**src/rtl/fetch_sequencer.sv**
```systemverilog
// Instruction fetch sequencer: walks the pc through instruction memory, buffers one
// word for decode, and redirects with a drain/flush window on taken jumps.
module fetch_sequencer #(
    parameter logic [31:0] RESET_PC     = 32'h0000_0000,
    parameter int unsigned FLUSH_CYCLES = 2
) (
    input  logic        clk,
    input  logic        rst_n,
    input  logic        jump_flag,
    input  logic [31:0] jump_target,
    input  logic        stall,
    output logic        imem_req,
    output logic [31:0] imem_addr,
    input  logic        imem_ack,
    input  logic [31:0] imem_rdata,
    output logic        inst_valid,
    output logic [31:0] inst,
    output logic [31:0] inst_pc,
    output logic        flush
);

    localparam logic [1:0] BOOT  = 2'd0;
    localparam logic [1:0] FETCH = 2'd1;
    localparam logic [1:0] DRAIN = 2'd2;
    localparam logic [1:0] FLUSH = 2'd3;

    localparam logic [3:0] FLUSH_LOAD = 4'(FLUSH_CYCLES);

    logic [1:0]  state;
    logic [31:0] pc;
    logic [3:0]  flush_cnt;
    logic [31:0] jump_pc;
    logic        consumed;
    logic        req_pending;

    assign jump_pc     = jump_target & 32'hFFFF_FFFC;
    assign consumed    = inst_valid && !stall;
    assign req_pending = imem_req && !imem_ack;
    assign flush       = (state == DRAIN) || (state == FLUSH);

    always_ff @(posedge clk or negedge rst_n) begin
        if (!rst_n) begin
            state      <= BOOT;
            pc         <= RESET_PC;
            imem_req   <= '0;
            imem_addr  <= '0;
            inst_valid <= '0;
            inst       <= '0;
            inst_pc    <= '0;
            flush_cnt  <= '0;
        end else if (jump_flag) begin
            pc         <= jump_pc;
            inst_valid <= 1'b0;
            flush_cnt  <= FLUSH_LOAD;
            // An unacknowledged request stays on the bus until memory answers it.
            if (req_pending) begin
                state <= DRAIN;
            end else begin
                state    <= FLUSH;
                imem_req <= 1'b0;
            end
        end else begin
            case (state)
                BOOT: state <= FETCH;
                FETCH: begin
                    if (imem_req) begin
                        if (imem_ack) begin
                            inst       <= imem_rdata;
                            inst_pc    <= imem_addr;
                            inst_valid <= 1'b1;
                            pc         <= pc + 32'd4;
                            imem_req   <= 1'b0;
                        end else if (consumed) begin
                            inst_valid <= 1'b0;
                        end
                    end else if (!inst_valid || consumed) begin
                        imem_req   <= 1'b1;
                        imem_addr  <= pc;
                        inst_valid <= 1'b0;
                    end
                end
                DRAIN: begin
                    if (imem_ack) begin
                        imem_req <= 1'b0;
                        state    <= FLUSH;
                    end
                end
                FLUSH: begin
                    flush_cnt <= flush_cnt - 4'd1;
                    if (flush_cnt <= 4'd1) state <= FETCH;
                end
                default: state <= BOOT;
            endcase
        end
    end

endmodule

```
**config.mk**
```make
export PLATFORM = sky130hd
export DESIGN_NAME = fetch_sequencer
export DESIGN_NICKNAME = d
export VERILOG_FILES = /design/src/rtl/fetch_sequencer.sv
export SDC_FILE = /design/constraint.sdc
export NUM_CORES = 1
export LEC_CHECK = 0
export CAP_MARGIN = 20
export CORE_ASPECT_RATIO = 1.75
export CORE_UTILIZATION = 52
export CTS_BUF_LIST = sky130_fd_sc_hd__clkbuf_2 sky130_fd_sc_hd__clkbuf_4 sky130_fd_sc_hd__clkbuf_8
export CTS_CLUSTER_DIAMETER = 40
export CTS_CLUSTER_SIZE = 20
export DETAILED_ROUTE_END_ITERATION = 7
export GPL_ROUTABILITY_DRIVEN = 0
export MAX_ROUTING_LAYER = met4
export PLACE_DENSITY = 0.84
export SLEW_MARGIN = 20
export SYNTH_ARGS = -nofsm -noshare
export SYNTH_HDL_FRONTEND = slang
export SYNTH_SLANG_ARGS = --single-unit
```
**constraint.sdc**
```tcl
create_clock -name clk -period 3.52 [get_ports clk]
set_input_delay 0.352 -clock clk [delete_from_list [all_inputs] [get_ports clk]]
set_output_delay 0.352 -clock clk [all_outputs]
set_load 0.005 [all_outputs]
```
==> results.rst <==
.. list-table::
   :header-rows: 1

   * - Metric
     - Value
   * - Number of nets in the finished design
     - a little under 700
   * - Via count of the first global-routing pass
     - 4,202
   * - Syn Inst Count
     - 437
   * - Core area
     - 0.01036 mm²
   * - Sw Pwr
     - about 1600 µW
   * - R2r startpoint
     - state[1]$_DFFE_PN0P_
   * - Routed wire length per instance
     - 17.16 µm
   * - Max Buffers Root-to-Sink
     - 2
   * - Data arrival at the endpoint of the critical path
     - about 2700 ps
   * - Antenna violations before repair
     - 0
   * - Share of post-route cells with drive strength above 1
     - 0.2280
   * - Pin count of the biggest net entering global routing
     - between 90 and 100
   * - Final-report setup violation count
     - 0
   * - Actual slew at the worst max-slew pin
     - 863.2 ps
   * - Crit. End Element
     - flop
   * - TritonCTS clock tree
     - done
   * - Flop2flop setup slack
     - 1150 ps
   * - Hold Violations, Final
     - 18
   * - Count of unique library cells instantiated by Yosys
     - 38
   * - Root buffer selected by CTS
     - sky130_fd_sc_hd__clkbuf_8
   * - Die H
     - between 100 and 150 µm
   * - Multi-input gate area in the final layout
     - approximately 0.0022 mm²
   * - Initial core utilization
     - 0.5380
   * - Detailed-route DRC error count
     - 0
   * - Via density per instance
     - 5.395
   * - Area of all placed cells without fillers
     - 0.007677 mm²
   * - Number of filler instances in the final layout
     - 732
   * - Placed instance area
     - 0.007300 mm²
   * - Violations in the final reports
     - negative hold slack
   * - Number of I/O port buffers
     - 161
   * - Number of cells on the worst reg-to-reg path
     - 6
   * - Hold buffer count at CTS
     - 0
   * - Netlist area before placement
     - 0.005574 mm²
   * - Max-cap violations
     - 0
   * - Final count of pins violating max slew
     - 0
   * - Share of the core filled with cells
     - 0.7410
   * - Proportion of synthesized chip area in sequential cells
     - 0.5836
   * - Warnings, synthesis
     - 0
   * - WS Path Type
     - flop to flop
   * - Number of inserted diodes
     - 0
   * - Number of DRC markers in iteration 0
     - 227
   * - Reported leakage power
     - 0.003319 µW
   * - Initial DRT Pass Iterations
     - 4
   * - Largest voltage drop on the vdd net
     - 486.1 µV
   * - Die outline area
     - approximately 0.011 mm²
   * - Core Rows
     - just under 50
   * - Overall routing resource usage
     - 0.2564
   * - Switching fraction of total power
     - 0.2800
   * - Global-route wire length before repair
     - ~21 mm
   * - Internal
     - 4127 µW
   * - RSZ-0062 raised after global routing
     - false
   * - Die Wd
     - 80.27 µm
   * - Max Fanout on Critical Path
     - 39
   * - ANT nets after route
     - 0
   * - Reg2reg end
     - inst[20]$_DFFE_PN0P_
   * - Time the worst path needs with I/O delays and setup
     - 2371 ps
   * - Clock group share of total power
     - 0.208
   * - Clock transition at the register clock pins on the worst setup and hold paths after CTS
     - 70 ps
   * - Clock tree sinks
     - 130
   * - Gr ovfl total
     - 0
   * - Via count
     - 3,998
   * - Post-synthesis register bit count
     - 130
   * - Share of the synthesized area in the top cell type
     - 0.5836
   * - Worst hold slack
     - -25.03 ps
   * - Result of the run
     - finished, violations left
   * - Relative area change from synthesis to final layout
     - 37.73%
   * - Maximum clock frequency
     - 0.4217 GHz
   * - Clock latency of the later-clocked register in the worst-skew pair
     - 430 ps
   * - Cell type contributing the most total cell area after synthesis
     - sky130_fd_sc_hd__dfrtp_1
   * - Resize count post-CTS
     - 0
   * - Sequential power share
     - 0.424
   * - Number of H-tree branching levels
     - 4
   * - Synthesized area per cell
     - 12.76 µm²
   * - Worst Setup Start Kind
     - flop
   * - Tcrit/Tclk final
     - 0.6737
   * - Storage cell area
     - 0.003253 mm²
   * - Setup TNS
     - 0 ps
   * - Worst clock skew
     - 12.73 ps
   * - Buffer count from post-CTS setup fixing
     - 0
   * - Hold crit path type
     - primary input to asynchronous set/reset pin
   * - Power density over the cells
     - 746.6 mW/mm²
   * - Fraction of power consumed by combinational cells
     - 0.368
   * - I/O Pins
     - ~170
   * - Worst endpoint required time
     - between 3000 and 4000 ps
   * - Total Wirelength
     - 12.72 mm
   * - Relative max-transition margin
     - 0.4246
   * - Num CTS Buffers
     - 17
   * - Leading cell types by total area after synthesis
     - sky130_fd_sc_hd__dfrtp_1, sky130_fd_sc_hd__mux2_2, sky130_fd_sc_hd__xnor2_1, sky130_fd_sc_hd__nand2_1, sky130_fd_sc_hd__o21ai_0
   * - Sum of net half-perimeters after detailed placement
     - ~9.0 mm
==> synthesized netlist by cell type, drive strengths merged <==
cell / n
dfrtp: 130
mux2: 92
nand2: 40
o21ai: 31
xnor2: 21
clkbuf: 13
buf: 11
xor2: 10
nand4: 9
nor4: 9
nor2: 8
and3: 7
inv: 7
nand3: 7
ha: 6
nor3: 6
a21oi: 5
and4: 4
nand2b: 4
and2: 3
nor2b: 2
o21a: 2
a21o: 1
a31oi: 1
conb: 1
mux2i: 1
nand3b: 1
nor4b: 1
o22ai: 1
o31ai: 1
or2: 1
or4: 1
==> worst max path at each step <==
| stage | start | end | slack [ps] | cells past startpoint |
|---|---|---|---|---|
| floorplan | state[1]$_DFFE_PN0P_ | pc[26]$_DFFE_PN0P_ | 1490 | 7 |
| global placement | imem_ack | inst[28]$_DFFE_PN0P_ | 1000 | 5 |
| global route | state[1]$_DFFE_PN0P_ | inst[19]$_DFFE_PN0P_ | 960 | 6 |
| detailed placement | imem_ack | inst[20]$_DFFE_PN0P_ | 940 | 5 |
| finish | state[1]$_DFFE_PN0P_ | inst[20]$_DFFE_PN0P_ | 1150 | 6 |
| CTS | state[1]$_DFFE_PN0P_ | inst[20]$_DFFE_PN0P_ | 1110 | 6 |
==> power groups by stage <==
stage	combinational [µW]	sequential, µW	clock (µW)
2_1_floorplan	794	2430	0
3_3_place_gp	2060	2410	0
3_5_place_dp	2130	2460	0
4_1_cts	2150	2430	1220
5_1_grt	2280	2500	1280
6_report	2110	2430	1190
==> placed cells by master, fill, tap and decap left out, drive strengths merged, types with 5 or more instances in the layout <==
master,n
a21oi,5
and3,7
buf,8
clkbuf,22
clkdlybuf4s50,159
clkinv,5
dfrtp,130
ha,6
inv,7
mux2,92
nand2,40
nand3,7
nand4,9
nor2,8
nor3,6
nor4,9
o21ai,31
xnor2,21
xor2,10
==> metal layers <==
| layer | part of all wire | GRT usage | vias up | wire, µm |
|---|---|---|---|---|
| li1 | - | - | 1855 | - |
| met1 | 0.36 | 0.2638 | 1999 | 4625 |
| met2 | 0.57 | 0.4543 | 122 | 7269 |
| met3 | 0.045 | 0.07105 | 22 | 575 |
| met4 | 0.019 | 0.09211 | 0 | 248 |
| met5 | 0 | - | - | 0 |
==> worst max-delay path, stage by stage, from the launching register on <==
cell,delay [ps]
sky130_fd_sc_hd__dfrtp_1,410
sky130_fd_sc_hd__inv_1,90
sky130_fd_sc_hd__ha_1,280
sky130_fd_sc_hd__and3_1,370
sky130_fd_sc_hd__nand2b_2,450
sky130_fd_sc_hd__buf_12,360
sky130_fd_sc_hd__mux2_2,300
==> cell families after synthesis <==
group	after synthesis	synth area share
simple gates	103	0.1010
mux	93	0.1877
other cells	1	0.0006728
buf+inv	31	0.02492
compound gates	42	0.03996
xor+xnor	31	0.04871
fa+ha+maj	6	0.01347
flops	130	0.5836
==> final cells by class <==
cell class / instances / area share
multi-input cells: 279 / 0.2860
clock inverters: 9 / 0.01059
repair buffers: 167 / 0.2169
inverters: 7 / 0.003422
clock buffers: 22 / 0.03862
well taps: 127 / 0.02070
flip-flops and latches: 130 / 0.4237
==> stage by stage <==
| step | setup slack, ps | hold WS (ps) | total power (µW) | instances |
|---|---|---|---|---|
| global placement | 1002 | 482.2 | 4465 | 710 |
| global route | 964.0 | 38.75 | 6059 | 741 |
| finish | 1149 | -25.03 | 5732 | 741 |
| CTS | 1109 | 10.23 | 5796 | 741 |
| floorplan | 1492 | 56.41 | 3221 | 440 |
| detailed placement | 935.4 | 488.1 | 4589 | 710 |
==> flip-flops by register name (all words and copies together), names as in the netlist <==
signal	cells
inst_pc	30
imem_addr	30
pc	30
flush_cnt	4
imem_req	1
inst	32
state	2
inst_valid	1
Note: power is estimated with default switching activity, not from simulation.
